==> config.mk <==
export PLATFORM = sky130hd
export DESIGN_NAME = alu_issue_ctrl
export DESIGN_NICKNAME = d
export VERILOG_FILES = /design/src/rtl/alu_issue_pkg.sv /design/src/rtl/alu_issue_fifo.sv /design/src/rtl/alu_issue_ctrl.sv
export SDC_FILE = /design/constraint.sdc
export NUM_CORES = 1
export LEC_CHECK = 0
export ABC_CLOCK_PERIOD_IN_PS = 2710
export CAP_MARGIN = 40
export CORE_ASPECT_RATIO = 0.5
export CORE_MARGIN = 1.5
export CORE_UTILIZATION = 49
export DETAILED_ROUTE_END_ITERATION = 7
export PLACE_DENSITY = 0.79
export REMOVE_ABC_BUFFERS = 1
export SETUP_SLACK_MARGIN = 0.3
export SYNTH_ARGS = -nofsm -noshare
export SYNTH_HDL_FRONTEND = slang
export SYNTH_SLANG_ARGS = --single-unit
==> constraint.sdc <==
create_clock -name clk -period 2.71 [get_ports clk]
set_clock_uncertainty 0.15 [all_clocks]
set_input_delay 0.813 -clock clk [delete_from_list [all_inputs] [get_ports clk]]
set_output_delay 0.813 -clock clk [all_outputs]
set_load 0.01 [all_outputs]
==> src/rtl/alu_issue_pkg.sv <==
// Shared constants and types for the ALU issue controller.
// Opcode map mirrors the attached 16-bit function-style ALU.
package alu_issue_pkg;

    localparam logic [3:0] ROL     = 4'd0;
    localparam logic [3:0] ROR     = 4'd1;
    localparam logic [3:0] MAX     = 4'd2;
    localparam logic [3:0] MIN     = 4'd3;
    localparam logic [3:0] SUB     = 4'd4;
    localparam logic [3:0] SEQ     = 4'd5;
    localparam logic [3:0] SRA     = 4'd6;
    localparam logic [3:0] OR      = 4'd7;
    localparam logic [3:0] SNE     = 4'd8;
    localparam logic [3:0] SLL     = 4'd9;
    localparam logic [3:0] OP_LAST = 4'd9;

    typedef enum logic [1:0] {
        ST_IDLE,
        ST_DRIVE,
        ST_RESP
    } state_t;

    function automatic logic op_legal(input logic [3:0] op);
        return op <= OP_LAST;
    endfunction

endpackage

==> src/rtl/alu_issue_fifo.sv <==
// Command FIFO for alu_issue_ctrl; DEPTH must be a power of two >= 2.
// Pointers carry one extra wrap bit so full and empty are distinguishable.
module alu_issue_fifo #(
    parameter int DW    = 41,
    parameter int DEPTH = 4
) (
    input  logic          clk,
    input  logic          rst_n,
    input  logic          i_push,
    input  logic [DW-1:0] i_data,
    input  logic          i_pop,
    output logic [DW-1:0] o_data,
    output logic          o_full,
    output logic          o_empty
);
    localparam int AW = $clog2(DEPTH);

    logic [DW-1:0] r_mem [DEPTH];
    logic [AW:0]   r_wptr;
    logic [AW:0]   r_rptr;
    logic          w_push;
    logic          w_pop;

    assign o_empty = (r_wptr == r_rptr);
    assign o_full  = (r_wptr[AW] != r_rptr[AW]) && (r_wptr[AW-1:0] == r_rptr[AW-1:0]);
    assign w_push  = i_push && !o_full;
    assign w_pop   = i_pop && !o_empty;
    assign o_data  = r_mem[r_rptr[AW-1:0]];

    always_ff @(posedge clk or negedge rst_n) begin
        if (!rst_n) begin
            r_wptr <= '0;
            r_rptr <= '0;
        end else begin
            if (w_push) r_wptr <= r_wptr + 1'b1;
            if (w_pop)  r_rptr <= r_rptr + 1'b1;
        end
    end

    always_ff @(posedge clk) begin
        if (w_push) r_mem[r_wptr[AW-1:0]] <= i_data;
    end

endmodule

==> src/rtl/alu_issue_ctrl.sv <==
// Issue/capture controller around a combinational ALU: FIFO -> operand regs -> response regs.
// Optional ALU_ISSUE_OPCHECK_EN rejects opcodes beyond OP_LAST with rsp_err instead of driving the ALU.
module alu_issue_ctrl
    import alu_issue_pkg::*;
#(
    parameter int WIDTH = 16,
    parameter int SHW   = 5,
    parameter int DEPTH = 4
) (
    input  logic             clk,
    input  logic             rst_n,
    input  logic             cmd_valid,
    output logic             cmd_ready,
    input  logic [3:0]       cmd_opcode,
    input  logic [WIDTH-1:0] cmd_a,
    input  logic [WIDTH-1:0] cmd_b,
    input  logic [SHW-1:0]   cmd_shift,
    output logic [3:0]       alu_opcode,
    output logic [WIDTH-1:0] alu_input1,
    output logic [WIDTH-1:0] alu_input2,
    output logic [SHW-1:0]   alu_shift,
    input  logic [WIDTH-1:0] alu_result,
    input  logic             alu_carry,
    output logic             rsp_valid,
    input  logic             rsp_ready,
    output logic [WIDTH-1:0] rsp_result,
    output logic             rsp_carry,
    output logic [3:0]       rsp_opcode,
    output logic             rsp_err,
    output logic             busy
);
    localparam int CW = 2*WIDTH + 4 + SHW;

    state_t           r_state, w_next;
    logic [CW-1:0]    w_head;
    logic             w_full, w_empty, w_pop, w_head_bad;
    logic [3:0]       w_head_op;
    logic [WIDTH-1:0] w_head_a, w_head_b;
    logic [SHW-1:0]   w_head_sh;

    logic [3:0]       r_alu_op;
    logic [WIDTH-1:0] r_alu_a, r_alu_b;
    logic [SHW-1:0]   r_alu_sh;
    logic [WIDTH-1:0] r_rsp_result;
    logic             r_rsp_carry;
    logic [3:0]       r_rsp_op;

    alu_issue_fifo #(.DW(CW), .DEPTH(DEPTH)) u_fifo (
        .clk     (clk),
        .rst_n   (rst_n),
        .i_push  (cmd_valid),
        .i_data  ({cmd_opcode, cmd_a, cmd_b, cmd_shift}),
        .i_pop   (w_pop),
        .o_data  (w_head),
        .o_full  (w_full),
        .o_empty (w_empty)
    );

    assign {w_head_op, w_head_a, w_head_b, w_head_sh} = w_head;

`ifdef ALU_ISSUE_OPCHECK_EN
    logic r_rsp_err;
    assign w_head_bad = !op_legal(w_head_op);
    assign rsp_err    = r_rsp_err;
`else
    assign w_head_bad = 1'b0;
    assign rsp_err    = 1'b0;
`endif

    // A popped illegal opcode bypasses DRIVE and answers directly from RESP.
    always_comb begin
        w_next = r_state;
        w_pop  = 1'b0;
        case (r_state)
            ST_IDLE: begin
                if (!w_empty) begin
                    w_pop  = 1'b1;
                    w_next = w_head_bad ? ST_RESP : ST_DRIVE;
                end
            end
            ST_DRIVE: w_next = ST_RESP;
            ST_RESP: begin
                if (rsp_ready) begin
                    if (!w_empty) begin
                        w_pop  = 1'b1;
                        w_next = w_head_bad ? ST_RESP : ST_DRIVE;
                    end else begin
                        w_next = ST_IDLE;
                    end
                end
            end
            default: w_next = ST_IDLE;
        endcase
    end

    always_ff @(posedge clk or negedge rst_n) begin
        if (!rst_n) begin
            r_state      <= ST_IDLE;
            r_alu_op     <= '0;
            r_alu_a      <= '0;
            r_alu_b      <= '0;
            r_alu_sh     <= '0;
            r_rsp_result <= '0;
            r_rsp_carry  <= 1'b0;
            r_rsp_op     <= '0;
        end else begin
            r_state <= w_next;
            if (w_pop && !w_head_bad) begin
                r_alu_op <= w_head_op;
                r_alu_a  <= w_head_a;
                r_alu_b  <= w_head_b;
                r_alu_sh <= w_head_sh;
            end
            if (r_state == ST_DRIVE) begin
                r_rsp_result <= alu_result;
                r_rsp_carry  <= alu_carry;
                r_rsp_op     <= r_alu_op;
            end else if (w_pop && w_head_bad) begin
                r_rsp_result <= '0;
                r_rsp_carry  <= 1'b0;
                r_rsp_op     <= w_head_op;
            end
        end
    end

`ifdef ALU_ISSUE_OPCHECK_EN
    always_ff @(posedge clk or negedge rst_n) begin
        if (!rst_n)                    r_rsp_err <= 1'b0;
        else if (r_state == ST_DRIVE)  r_rsp_err <= 1'b0;
        else if (w_pop && w_head_bad)  r_rsp_err <= 1'b1;
    end
`endif

    assign cmd_ready  = !w_full;
    assign rsp_valid  = (r_state == ST_RESP);
    assign busy       = (r_state != ST_IDLE) || !w_empty;
    assign alu_opcode = r_alu_op;
    assign alu_input1 = r_alu_a;
    assign alu_input2 = r_alu_b;
    assign alu_shift  = r_alu_sh;
    assign rsp_result = r_rsp_result;
    assign rsp_carry  = r_rsp_carry;
    assign rsp_opcode = r_rsp_op;

endmodule

==> results of run 1 <==
## metrics by stage
step	setup WS (ns)	power [W]	std cells	area [sq um]
6_report	0.283	0.0132	795	11200
5_1_grt	0.235	0.0139	795	11200
4_1_cts	0.171	0.0134	794	11100
3_5_place_dp	0.0351	0.0103	747	10400
3_3_place_gp	0.0638	0.0101	746	10300
2_1_floorplan	-1.64	0.00815	369	8570
## cell usage after synthesis (all sizes together)
master / number
nand2b: 2
nand3b: 1
nand2: 2
and3: 4
conb: 1
buf: 13
nor2: 1
inv: 3
clkbuf: 4
xor2: 2
o21ai: 1
nor2b: 1
dfrtp: 70
edfxtp: 164
mux2: 64
mux4: 41
a311oi: 1
xnor2: 5
nand4: 1
ha: 5
## sequential cells by signal (all words and copies together), names as in the netlist
register	cells
rsp_carry	1
u_fifo.r_rptr	3
alu_input1	16
alu_input2	16
r_state	2
alu_shift	5
rsp_result	16
alu_opcode	4
u_fifo.r_wptr	3
u_fifo.r_mem	164
rsp_opcode	4
## routing by layer
layer  GRT usage, %  part of all wire [%]  vias to the layer above
met5              0                     0                        -
met3           3.54                   4.8                       24
met4           4.81                   2.0                        0
met1           22.5                    41                     2186
met2           31.4                    52                      114
li1               -                     -                     1859
## timing repair
action / in CTS / in global routing
cloned: 0 / 0
resized for setup: 13 / 18
buffers inserted: 9 / 1
endpoints found under the hold margin: 0 / 0
setup endpoints to repair: 5 / 17
pin swaps: 3 / 1
## power by group through the flow
stage	sequential (W)	clock, W	combinational, W
after global placement	0.00550	0	0.00456
after floorplan	0.00592	0	0.00223
after detailed placement	0.00556	0	0.00474
final	0.00550	0.00286	0.00486
after global routing	0.00561	0.00305	0.00521
after CTS	0.00551	0.00293	0.00496
## cells by family (layout without fill, tap and decap cells)
logic type	Yosys count	after routing
flip-flops	234	234
multiplexers	105	105
buffers and inverters	20	195
AND/OR/NAND/NOR	12	12
XOR/XNOR	7	7
adder cells (fa/ha/maj)	5	5
AO/OA/AOI/OAI	2	2
other	1	1
## final timing paths
path	cells after the start	slack, ns	end	from
max in group asynchronous	2	1.68	alu_input2[15]	rst_n
min in group clk	1	0.33	alu_shift[1]	alu_shift[1]
min	1	0.15	alu_input1[12]	rst_n
max reg2reg	4	0.59	alu_input1[0]	u_fifo.r_rptr[0]
max	4	0.28	busy	u_fifo.r_wptr[2]
min reg2reg	1	0.33	alu_shift[1]	alu_shift[1]
## cell type report
class                           count  area, sq um  share of cell area (%)
Clock buffer                       30          569                    5.10
Timing Repair Buffer              154         1600                    14.3
Sequential cell                   234         6690                    59.9
Multi-Input combinational cell    132         1910                    17.1
Tap cell                          234          293                    2.62
Inverter                            3         11.3                   0.101
Clock inverter                      8         90.1                   0.807
==> qor.yml, run 1 <==
final.setup.tns_ns: 0
cts.sinks: 234
min_period_over_period_pct: 89.5
grt_pass1_vias: 4558
min_period_ns: 2.43
cp_top_family: "flip-flops"
drive_above_1_share_pct: 24.8
maxCapViolCount: 0
antenna_left: 0
die_w_microns: 191
crit_buf_inv: 2
cts_max_path_buffers: 3
start_util_pct: 50.0
grt_overflow: 0
slew_headroom_pct: 58.3
drc: 0
grt_usage_pct: 17.8
p_per_area_nw_per_um2: 1190
path_class: "flop to primary output"
grt_start_max_net_pins: 44
syn_inst: 386
cp.required_ns: 1.75
area_growth_pct: 28.6
avgSynthCellArea_sq_um: 22.5
cts_tree: "done"
cp_max_fo: 2
routed_via_density: 5.26
worst_path_max_delay_cell: "dfrtp_2"
path_clk_slew_ns: 0.07
antenna_cells: 0
endpoint_kind: "primary output"
power.switching_w: 0.00379
drt-total-wl_microns: 16000
ir_drop_v: 0.000610
hold_buffers: 0
drt_iter0_markers: 175
synth_adder_area_share_pct: 0.721
internal_power_w: 0.00944
cp-start-kind: "flop"
status: "completed"
synth-xor-area-share_pct: 0.793
via_count: 4183
drtPass1Iterations: 4
rsz0062_at_grt: "true"
ys_seq_area_share_pct: 76.9
dp_hpwl_microns: 9550
synth_top_family_by_area: "multiplexers"
nNetsFinal: 613
synth_top_area_share_pct: 56.8
clkPwrFrac_pct: 21.7
fill_cells: 1138
setup_violations: 0
arrival_ns: 1.46
p_leak_nw: 4.11
row_count: 34
die_h_microns: 97.1
yosys.area_share.simple_pct: 0.793
synth_area_sq_um: 8680
coreArea_sq_um: 17400
slowest_delay_ns: 0.42
utilization_pct: 64.3
combPwrFrac_pct: 36.7
finalWeightedCongestion: 0.691
layout_common_cells: "edfxtp_1, clkdlybuf4s50_1, dfrtp_1"
synth_compound_area_share_pct: 0.360
synth-seq-cells: 234
swShare_pct: 28.6
muxShareOfSynthArea_pct: 18.9
num_io_pins: 128
port_buffers: 126
synth.area.top_cells: "edfxtp_1, dfrtp_1, mux4_2"
hold-worst-slack_ns: 0.150
die-area_sq_um: 18600
hold_path.class: "primary input to async pin"
final_common_cell: "edfxtp_1"
max_freq_mhz: 412
clock_latency_ns: 0.49
cp_cell_sequence: "xnor2_2, buf_4, nand4_1, buf_2"
antenna_found_initial: 0
ys_types: 25
detail_route.wl_per_cell_microns: 20.2
finalMaxSlewViolations: 0
max_slew.worst_pin.slew_ns: 0.625
cts_buffers: 21
cts-htree-levels: 1
yosys_warnings: 0
cts-root-buf: "clkbuf_16"
synth_top_area_cell: "edfxtp_1"
seq_power_share_pct: 41.6
hold_viol: 0
grt_first_pass_wirelength_microns: 25100
(Power assumes the default switching activity.)
==> run 2, diff against run 1 <==
Settings changed: CELL_PAD_IN_SITES_DETAIL_PLACEMENT set to 1, CELL_PAD_IN_SITES_GLOBAL_PLACEMENT set to 1, CORE_UTILIZATION 49 to 44, CTS_BUF_LIST set to sky130_fd_sc_hd__clkbuf_8, PLACE_DENSITY 0.79 to 0.81, SLEW_MARGIN set to 30.
==> qor.yml, run 2 (same netlist as run 1, synthesis figures left out) <==
max_slew.worst_pin.slew_ns: 0.662  # +0.0368 ns
cts-root-buf: "clkbuf_8"
cts-htree-levels: 2  # +1
drtPass1Iterations: 4  # unchanged
p_leak_nw: 4.33  # +5.3%
final_common_cell: "edfxtp_1"
antenna_found_initial: 0  # unchanged
endpoint_kind: "primary output"
cts.sinks: 234  # unchanged
dp_hpwl_microns: 11200  # +17%
grt_start_max_net_pins: 44  # unchanged
drt-total-wl_microns: 18500  # +15%
hold_viol: 0  # unchanged
p_per_area_nw_per_um2: 1170  # -1.2%
fill_cells: 1690  # +49%
finalWeightedCongestion: 0.706  # +2.2%
grt_overflow: 0  # unchanged
ir_drop_v: 0.000459  # -25%
grt_usage_pct: 18.1  # +0.36 points
setup_violations: 0  # unchanged
min_period_over_period_pct: 94.8  # +5.3 points
row_count: 36  # +5.9%
maxCapViolCount: 0  # unchanged
clock_latency_ns: 0.51  # +0.02 ns
cts_buffers: 34  # +62%
path_class: "flop to primary output"
cp-start-kind: "flop"
placed_cells: 779  # +4.3%
layout_common_cells: "edfxtp_1, clkdlybuf4s50_1, dfrtp_1"
path_clk_slew_ns: 0.07  # about the same
slew_headroom_pct: 55.9  # -2.5 points
area_growth_pct: 29.0
utilization_pct: 57.7  # -6.6 points
detail_route.wl_per_cell_microns: 21.8  # +8.3%
coreArea_sq_um: 19400  # +12%
cp_max_fo: 2  # unchanged
die_h_microns: 102  # +5.4%
antenna_cells: 0  # unchanged
port_buffers: 126  # unchanged
drt_iter0_markers: 201  # +15%
cts_tree: "done"
largest_reg_flops: 164  # unchanged
finalMaxSlewViolations: 0  # unchanged
nNetsFinal: 623  # +1.6%
min_period_ns: 2.57  # +0.143 ns
hold_path.class: "primary input to async pin"
rsz0062_at_grt: "true"
die-area_sq_um: 20600  # +11%
ff2ff_setup_slack_ns: 0.47  # -0.12 ns
drive_above_1_share_pct: 26.5  # +1.7 points
via_count: 4277  # +2.2%
grt_pass1_vias: 4803  # +5.4%
routed_via_density: 5.05  # -4.0%
drc: 0  # unchanged
start_util_pct: 44.7  # -5.3 points
num_io_pins: 128  # unchanged
cts_max_path_buffers: 3  # unchanged
status: "completed"
cp.required_ns: 1.75  # about the same
grt_first_pass_wirelength_microns: 28100  # +12%
final_cells: 847  # +6.5%
antenna_left: 0  # unchanged
max_freq_mhz: 389  # -5.6%
arrival_ns: 1.61  # +0.15 ns
die_w_microns: 202  # +5.4%
==> run 2: cell types whose count changed in the layout (fill, tap and decap cells not counted), sizes merged, moves of 2 or more <==
cell,before,now
dlygate4sd2,3,19
inv,4,18
buf,30,28
dlymetal6s2s,15,30
clkbuf,31,39
clkdlybuf4s50,105,73
==> run 2: worst max-delay path, stage by stage (launching register included) <==
cell	delay, ns
dfrtp_2	0.44
xnor2_2	0.21
buf_4	0.17
nand3b_1	0.12
buf_2	0.17
==> run 2: path summary, 6_finish.rpt <==
kind	start	to	cells past startpoint
max	u_fifo.r_rptr[1]	cmd_ready	4
min	rst_n	rsp_result[2]	1
max reg2reg	u_fifo.r_rptr[0]	alu_input2[5]	4
min reg2reg	alu_input1[9]	alu_input1[9]	1
max in group asynchronous	rst_n	u_fifo.r_wptr[1]	2
min in group clk	alu_input1[9]	alu_input1[9]	1
==> run 2: per-stage QoR <==
step	area (sq um)	worst slack [ns]	hold slack [ns]	power, W	setup TNS [ns]
finish	11200	0.140	0.0272	0.0131	0
CTS	11100	0.0919	0.0111	0.0133	0
global route	11200	0.0485	0.00666	0.0138	0
floorplan	8570	-1.64	0.312	0.00815	-313.09
global placement	10400	0.0744	0.318	0.0101	0
detailed placement	10400	-0.00868	0.325	0.0105	-0.00868
==> run 2: power breakdown <==
part	internal [W]	switching [W]	total, W	leakage [nW]
clock network	0.00142	0.00132	0.00275	0.392
logic	0.00261	0.00223	0.00484	1.62
registers	0.00505	0.000469	0.00552	2.32
==> run 2: repair_timing <==
action | CTS | global route
endpoints found under the setup margin | 22 | 33
pin swaps | 3 | 1
hold endpoints to repair | 0 | 0
hold buffers | 0 | 0
setup buffers | 6 | 1
gates resized for setup | 32 | 34
==> run 2: metal layers <==
layer  up-vias  routed length (microns)  track usage, %
li1       1879                        -               -
met1      2256                     7740            22.6
met2       109                     9760            32.8
met3        33                      691            3.57
met4         0                      289            5.22
met5         -                        0               0
==> run 2: area by class of cell <==
class                           count  area [sq um]  area share [%]
Clock inverter                     22           124            1.11
Clock buffer                       39           537            4.79
Timing Repair Buffer              151          1590            14.2
Multi-Input combinational cell    132          1920            17.2
Tap cell                          266           333            2.97
Inverter                            3          11.3           0.101
Sequential cell                   234          6680            59.7
